## config.mk

```make
export PLATFORM = sky130hd
export DESIGN_NAME = isr_arbiter
export DESIGN_NICKNAME = d
export VERILOG_FILES = /design/src/rtl/isr_arb_pkg.sv /design/src/rtl/isr_rr_pick.sv /design/src/rtl/isr_arbiter.sv
export SDC_FILE = /design/constraint.sdc
export NUM_CORES = 1
export LEC_CHECK = 0
export ABC_AREA = 1
export CORE_AREA = 2 2 154 156
export CTS_BUF_LIST = sky130_fd_sc_hd__clkbuf_8
export CTS_CLUSTER_SIZE = 24
export DETAILED_ROUTE_END_ITERATION = 12
export DIE_AREA = 0 0 156 158
export PLACE_DENSITY_LB_ADDON = 0.12
export SLEW_MARGIN = 10
export SYNTH_ARGS = -nofsm -noshare
export SYNTH_HDL_FRONTEND = slang
export SYNTH_SLANG_ARGS = --single-unit
```

## constraint.sdc

```tcl
create_clock -name clock -period 3 [get_ports clock]
set_clock_uncertainty 0.05 [all_clocks]
set_input_delay 0.3 -clock clock [delete_from_list [all_inputs] [get_ports clock]]
set_output_delay 0.3 -clock clock [all_outputs]
set_load 0.02 [all_outputs]
```

## src/rtl/isr_arb_pkg.sv

```systemverilog
// isr_arb_pkg
//   Shared constants for the ISR arbiter slice: operand/result widths of the
//   integer square root unit and the arbiter FSM state encoding.
//   No ports (package).
package isr_arb_pkg;

    localparam int ISR_IN_W  = 64;
    localparam int ISR_OUT_W = 32;

    typedef logic [1:0] arb_state_t;

    localparam arb_state_t ST_IDLE = 2'd0;
    localparam arb_state_t ST_LOAD = 2'd1;
    localparam arb_state_t ST_WAIT = 2'd2;
    localparam arb_state_t ST_RESP = 2'd3;

endpackage

```

## src/rtl/isr_rr_pick.sv

```systemverilog
// isr_rr_pick
//   Combinational round-robin picker. Searches req starting one position
//   after the last granted index (wrapping) and returns the first hit.
//   The last-grant pointer register lives in the parent.
// Ports
//   req       in   NUM_REQ  pending requests
//   last_gnt  in   ID_W     index granted most recently
//   pick_gnt  out  NUM_REQ  one-hot winner (zero when no request)
//   pick_idx  out  ID_W     index of the winner
//   pick_any  out  1        at least one request present
module isr_rr_pick
    import isr_arb_pkg::*;
#(
    parameter int NUM_REQ = 4,
    parameter int ID_W    = $clog2(NUM_REQ)
) (
    input  logic [NUM_REQ-1:0] req,
    input  logic [ID_W-1:0]    last_gnt,
    output logic [NUM_REQ-1:0] pick_gnt,
    output logic [ID_W-1:0]    pick_idx,
    output logic               pick_any
);

    // Walk the requesters in priority order last_gnt+1, last_gnt+2, ...
    // and keep only the first one found, so the result is always one-hot.
    always_comb begin
        logic [ID_W-1:0] cand;
        cand     = '0;
        pick_gnt = '0;
        pick_idx = '0;
        pick_any = 1'b0;
        for (int k = 1; k <= NUM_REQ; k++) begin
            cand = ID_W'((int'(last_gnt) + k) % NUM_REQ);
            if (!pick_any && req[cand]) begin
                pick_any       = 1'b1;
                pick_idx       = cand;
                pick_gnt[cand] = 1'b1;
            end
        end
    end

endmodule

```

## src/rtl/isr_arbiter.sv

```systemverilog
// isr_arbiter
//   Shares one 64-bit integer square root (ISR) unit among NUM_REQ clients.
//   A round-robin pick grants one requester, its operand is loaded into the
//   ISR by holding isr_reset high for one cycle, the arbiter waits for
//   isr_done and returns the 32-bit root tagged with the requester id.
// Configuration
//   ISR_ARB_WDOG_EN  when defined, WAIT gives up after WDOG_CYC cycles and
//                    returns resp_err=1 with resp_result=0. When undefined
//                    WAIT waits forever and resp_err is tied low.
// Ports
//   clock        in   1             system clock
//   reset        in   1             synchronous, active-high
//   req          in   NUM_REQ       request, held with operand until gnt
//   req_value    in   NUM_REQ*64    packed operands, requester i at [64i +: 64]
//   gnt          out  NUM_REQ       one-hot single-cycle accept pulse
//   resp_valid   out  1             single-cycle response pulse
//   resp_id      out  ID_W          requester owning the response
//   resp_result  out  32            floor(sqrt(operand))
//   resp_err     out  1             watchdog abort flag
//   busy         out  1             high whenever not IDLE
//   isr_reset    out  1             ISR reset / load strobe
//   isr_value    out  64            ISR operand
//   isr_result   in   32            ISR root
//   isr_done     in   1             ISR completion
module isr_arbiter
    import isr_arb_pkg::*;
#(
    parameter int NUM_REQ  = 4,
    parameter int ID_W     = $clog2(NUM_REQ),
    parameter int WDOG_CYC = 1024
) (
    input  logic                         clock,
    input  logic                         reset,
    input  logic [NUM_REQ-1:0]           req,
    input  logic [NUM_REQ*ISR_IN_W-1:0]  req_value,
    output logic [NUM_REQ-1:0]           gnt,
    output logic                         resp_valid,
    output logic [ID_W-1:0]              resp_id,
    output logic [ISR_OUT_W-1:0]         resp_result,
    output logic                         resp_err,
    output logic                         busy,
    output logic                         isr_reset,
    output logic [ISR_IN_W-1:0]          isr_value,
    input  logic [ISR_OUT_W-1:0]         isr_result,
    input  logic                         isr_done
);

    arb_state_t           state;
    logic [ID_W-1:0]      last_gnt;
    logic [ISR_IN_W-1:0]  op_value;
    logic [ID_W-1:0]      op_id;
    logic [ISR_OUT_W-1:0] op_result;

    logic [NUM_REQ-1:0]   pick_gnt;
    logic [ID_W-1:0]      pick_idx;
    logic                 pick_any;

    logic [ISR_IN_W-1:0]  req_op [NUM_REQ];

    for (genvar g = 0; g < NUM_REQ; g++) begin : g_split
        assign req_op[g] = req_value[g*ISR_IN_W +: ISR_IN_W];
    end

    isr_rr_pick #(
        .NUM_REQ (NUM_REQ),
        .ID_W    (ID_W)
    ) u_pick (
        .req      (req),
        .last_gnt (last_gnt),
        .pick_gnt (pick_gnt),
        .pick_idx (pick_idx),
        .pick_any (pick_any)
    );

`ifdef ISR_ARB_WDOG_EN
    localparam int WDOG_W = $clog2(WDOG_CYC + 1);

    logic [WDOG_W-1:0] wdog_cnt;
    logic              wdog_expired;
    logic              op_err;

    // Counts WAIT cycles of the current operation; expiry fires on the
    // last of WDOG_CYC waiting cycles so RESP follows exactly WDOG_CYC
    // cycles after WAIT was entered.
    assign wdog_expired = (wdog_cnt == WDOG_W'(WDOG_CYC - 1));

    always_ff @(posedge clock) begin
        if (reset) begin
            wdog_cnt <= '0;
        end else if (state == ST_LOAD) begin
            wdog_cnt <= '0;
        end else if (state == ST_WAIT) begin
            wdog_cnt <= wdog_cnt + 1'b1;
        end
    end

    assign resp_err = op_err;
`else
    // WDOG_CYC only matters with the watchdog built in; keep it referenced.
    logic wdog_param_unused;
    assign wdog_param_unused = (WDOG_CYC != 0);

    assign resp_err = 1'b0;
`endif

    // Main sequencer. Reset starts the pointer at NUM_REQ-1 so requester 0
    // has the highest priority on the first pick after reset, and drops any
    // in-flight operation without producing a response.
    always_ff @(posedge clock) begin
        if (reset) begin
            state     <= ST_IDLE;
            last_gnt  <= ID_W'(NUM_REQ - 1);
            op_value  <= '0;
            op_id     <= '0;
            op_result <= '0;
`ifdef ISR_ARB_WDOG_EN
            op_err    <= 1'b0;
`endif
        end else begin
            case (state)
                ST_IDLE: begin
                    if (pick_any) begin
                        op_value <= req_op[pick_idx];
                        op_id    <= pick_idx;
                        last_gnt <= pick_idx;
                        state    <= ST_LOAD;
                    end
                end
                ST_LOAD: begin
                    state <= ST_WAIT;
                end
                ST_WAIT: begin
                    if (isr_done) begin
                        op_result <= isr_result;
`ifdef ISR_ARB_WDOG_EN
                        op_err    <= 1'b0;
`endif
                        state     <= ST_RESP;
                    end
`ifdef ISR_ARB_WDOG_EN
                    else if (wdog_expired) begin
                        op_result <= '0;
                        op_err    <= 1'b1;
                        state     <= ST_RESP;
                    end
`endif
                end
                ST_RESP: begin
                    state <= ST_IDLE;
                end
                default: begin
                    state <= ST_IDLE;
                end
            endcase
        end
    end

    // Grants are only offered in IDLE and never while reset is applied.
    assign gnt         = (state == ST_IDLE && !reset) ? pick_gnt : '0;
    assign busy        = (state != ST_IDLE);
    assign resp_valid  = (state == ST_RESP);
    assign resp_id     = op_id;
    assign resp_result = op_result;
    // The ISR is held in reset (loading isr_value) outside WAIT.
    assign isr_reset   = reset || (state != ST_WAIT);
    assign isr_value   = op_value;

endmodule

```

==> metrics.md <==
| Metric | Value |
|---|---|
| Status | `completed` |
| Top-area cell type share of the netlist area | `28.5%` |
| GRT Util Overall | `21.6%` |
| Sequential share of the synthesized area | `28.5%` |
| Gr ovfl total | `0` |
| Tcrit/Tclk final | `89.1%` |
| Vias in the first global route | `7578` |
| Mapped cell area | `7160 µm²` |
| Fin Setup TNS | `0 ns` |
| Fin. Hold Viols | `0` |
| Core area | `23100 µm²` |
| Crit start category | `flop` |
| Antenna-violating nets left | `0` |
| Placed instance area | `11300 µm²` |
| Tmin final | `2.67 ns` |
| Worst Path Buf+Inv | `5` |
| Design area | `11500 µm²` |
| Die area | `24600 µm²` |
| Post-CTS Hold Buffers | `0` |
| Worst IR Drop VDD | `648 µV` |
| CTS root buffer | `clkbuf_8` |
| Nets | `1868` |
| Layout cells sized above 1 | `5.94%` |
| Largest area contributor in the netlist | `dfxtp_1` |
| Post-CTS setup buffer count | `0` |
| Port Buf Inserts | `399` |
| Die Y | `158 µm` |
| Hold Path Class | `flop to flop` |
| Crit Path Max Fanout | `6` |
| WL final | `27500 µm` |
| Critical Path, Cell by Cell | `inv_1 -> ha_4 -> inv_1 -> nand2_2 -> nand2_4 -> inv_4 -> nand3_2 -> or2_2 -> o221ai_1 -> nand2_1 -> inv_1 -> clkbuf_2` |
| Initial antenna violation count | `2` |
| YS warnings | `0` |
| Commonest cells in the netlist | `278 x nor2_1, 272 x nand2_1, 183 x inv_1` |
| RSZ-0062 raised after global routing | `false` |
| Peak Freq | `0.374 GHz` |
| Post-synthesis async set-or-reset flop share | `0%` |
| Largest net degree at the start of global routing | `84` |
| Slew Viols, Final | `0` |
| Pwr per Cell Area | `1070 nW/µm²` |
| Cell mode on critical path | `inv_1` |
| DR pass1 iterations | `5` |
| Top Ports | `401` |
| Syn Nets | `1511` |
| Gate count of the mapped netlist | `1204` |
| CP arrival | `2.32 ns` |
| Vias | `8277` |
| Family with the most delay on the worst path | `simple AND/OR/NAND/NOR gates` |
| EDFF count, synth | `0` |
| Max-cap check violation count | `0` |
| Remaining DRCs | `0` |
| Top FF cell, synth | `dfxtp_1` |
| CTS H-tree depth | `3` |
| Die W | `156 µm` |
| Critical path class | `flop to output pin` |
| Layout overhead on the synthesized area | `60.7%` |
| Cts bufs inserted | `9` |
| Slew @ Worst Pin | `0.831 ns` |
| Max incr delay on CP | `0.35 ns` |
| Hpwl dp | `20600 µm` |
| DR WL/cell | `14.8 µm` |
| Clk_lat worst skew | `0.39 ns` |
| Yosys reg bits | `102` |
| Leak | `0.00544 µW` |
| Reg clk slew, reported paths | `0.12 ns` |
| Endpoint class of the critical path | `output pin` |
| Worst slew margin | `44.6%` |
| # rows | `56` |
| RD Place Congestion | `0.844` |
| Final setup fails | `0` |
| Max stage delay cell, worst path | `dfxtp_1` |
| Most common cell in the netlist | `nor2_1` |
| Sink Count | `102` |
| Initial Util | `31.1%` |
| Syn_area_per_cell | `5.95 µm²` |
| Req. time, crit path | `2.65 ns` |
| CTS tree | `built` |
| Max Root-Sink Buffers | `2` |
| Leading cell types by total area after synthesis | `dfxtp_1 29%, nor2_1 15%, nand2_1 14%` |
| Vias per inst | `4.45` |
| 1st-iter DRT viols | `467` |
| Global-route wire length before repair | `41700 µm` |
| Final core utilization | `49.9%` |
| Synth unique cells | `34` |
| Fillers | `2410` |
==> where the power goes <==
part | total, µW | leakage [µW] | switching, µW | internal (µW)
registers | 2050 | 0.000843 | 222 | 1830
clock network | 904 | 0.0000953 | 580 | 323
logic | 9320 | 0.00450 | 5740 | 3580
total | 12300 | 0.00544 | 6550 | 5730
==> per-stage QoR <==
step / setup slack, ns / hold slack (ns) / instances / power (µW)
floorplan: 0.565 / 0.415 / 1204 / 8770
global placement: 0.154 / 0.401 / 1840 / 11400
detailed placement: 0.120 / 0.405 / 1840 / 11500
CTS: 0.00346 / 0.423 / 1856 / 12500
global route: 0.0864 / 0.448 / 1857 / 13600
finish: 0.326 / 0.422 / 1858 / 12300
==> layout make-up <==
type                            count  area, µm²  area share [%]
Antenna cell                        2       5.00          0.0435
Clock buffer                        9        124            1.08
Clock inverter                      7       66.3           0.576
Inverter                          187        706            6.13
Multi-Input combinational cell    841       3990            34.7
Sequential cell                   102       2040            17.7
Tap cell                          290        363            3.15
Timing Repair Buffer              420       4210            36.6
==> path summary, 6_finish.rpt <==
path | startpoint | depth (start not counted) | slack [ns] | end
max | last_gnt[1] | 12 | 0.33 | gnt[1]
min reg2reg | resp_id[1] | 2 | 0.42 | resp_id[1]
min | resp_id[1] | 2 | 0.42 | resp_id[1]
max reg2reg | last_gnt[1] | 14 | 0.58 | isr_value[63]
==> repair_timing <==
action | 4_1_cts | 5_1_grt
pin swaps | 0 | 0
gates resized for setup | 4 | 10
endpoints found under the setup margin | 4 | 4
==> logic make-up after synthesis <==
| logic type | share of synthesized area (%) |
|---|---|
| DFF | 28.5 |
| AOI/OAI and AO/OA | 4.45 |
| other | 0.0524 |
| buffers and inverters | 16.1 |
| adders and majority gates | 2.10 |
| and+or+nand+nor | 48.8 |
==> layout by cell type (no fill, tap or decap), types with 3 or more instances in the layout <==
master / Yosys / layout
nor2_1: 278 / 278
a21oi_1: 6 / 6
nand3_1: 168 / 168
nand2_1: 272 / 271
clkbuf_8: 0 / 9
clkdlybuf4s50_1: 0 / 394
nor3b_2: 30 / 30
nand2_2: 2 / 3
inv_6: 0 / 3
nand3_2: 5 / 4
inv_1: 183 / 183
ha_1: 12 / 11
a22oi_1: 3 / 3
o21ai_0: 38 / 38
buf_12: 0 / 7
nor3b_1: 10 / 10
nand2_4: 3 / 3
clkbuf_2: 0 / 4
buf_4: 15 / 14
dfxtp_1: 102 / 102
==> per-layer routing <==
metal	GRT usage (%)	wire [µm]
met5	0	0
met4	5.68	505
met3	7.61	2580
met2	37.9	13200
met1	25.0	11200
==> sequential cells by signal, indices dropped and copies added, names as in the netlist <==
signal and flops:
last_gnt 2, resp_result 32, resp_id 2, state 2, isr_value 64
==> tightest hold or removal path, stage by stage, from the launching register on <==
cell	delay (ns)
dfxtp_1	0.33
nand2_1	0.06
a21oi_1	0.05
Note: power is estimated with default switching activity, not from simulation.
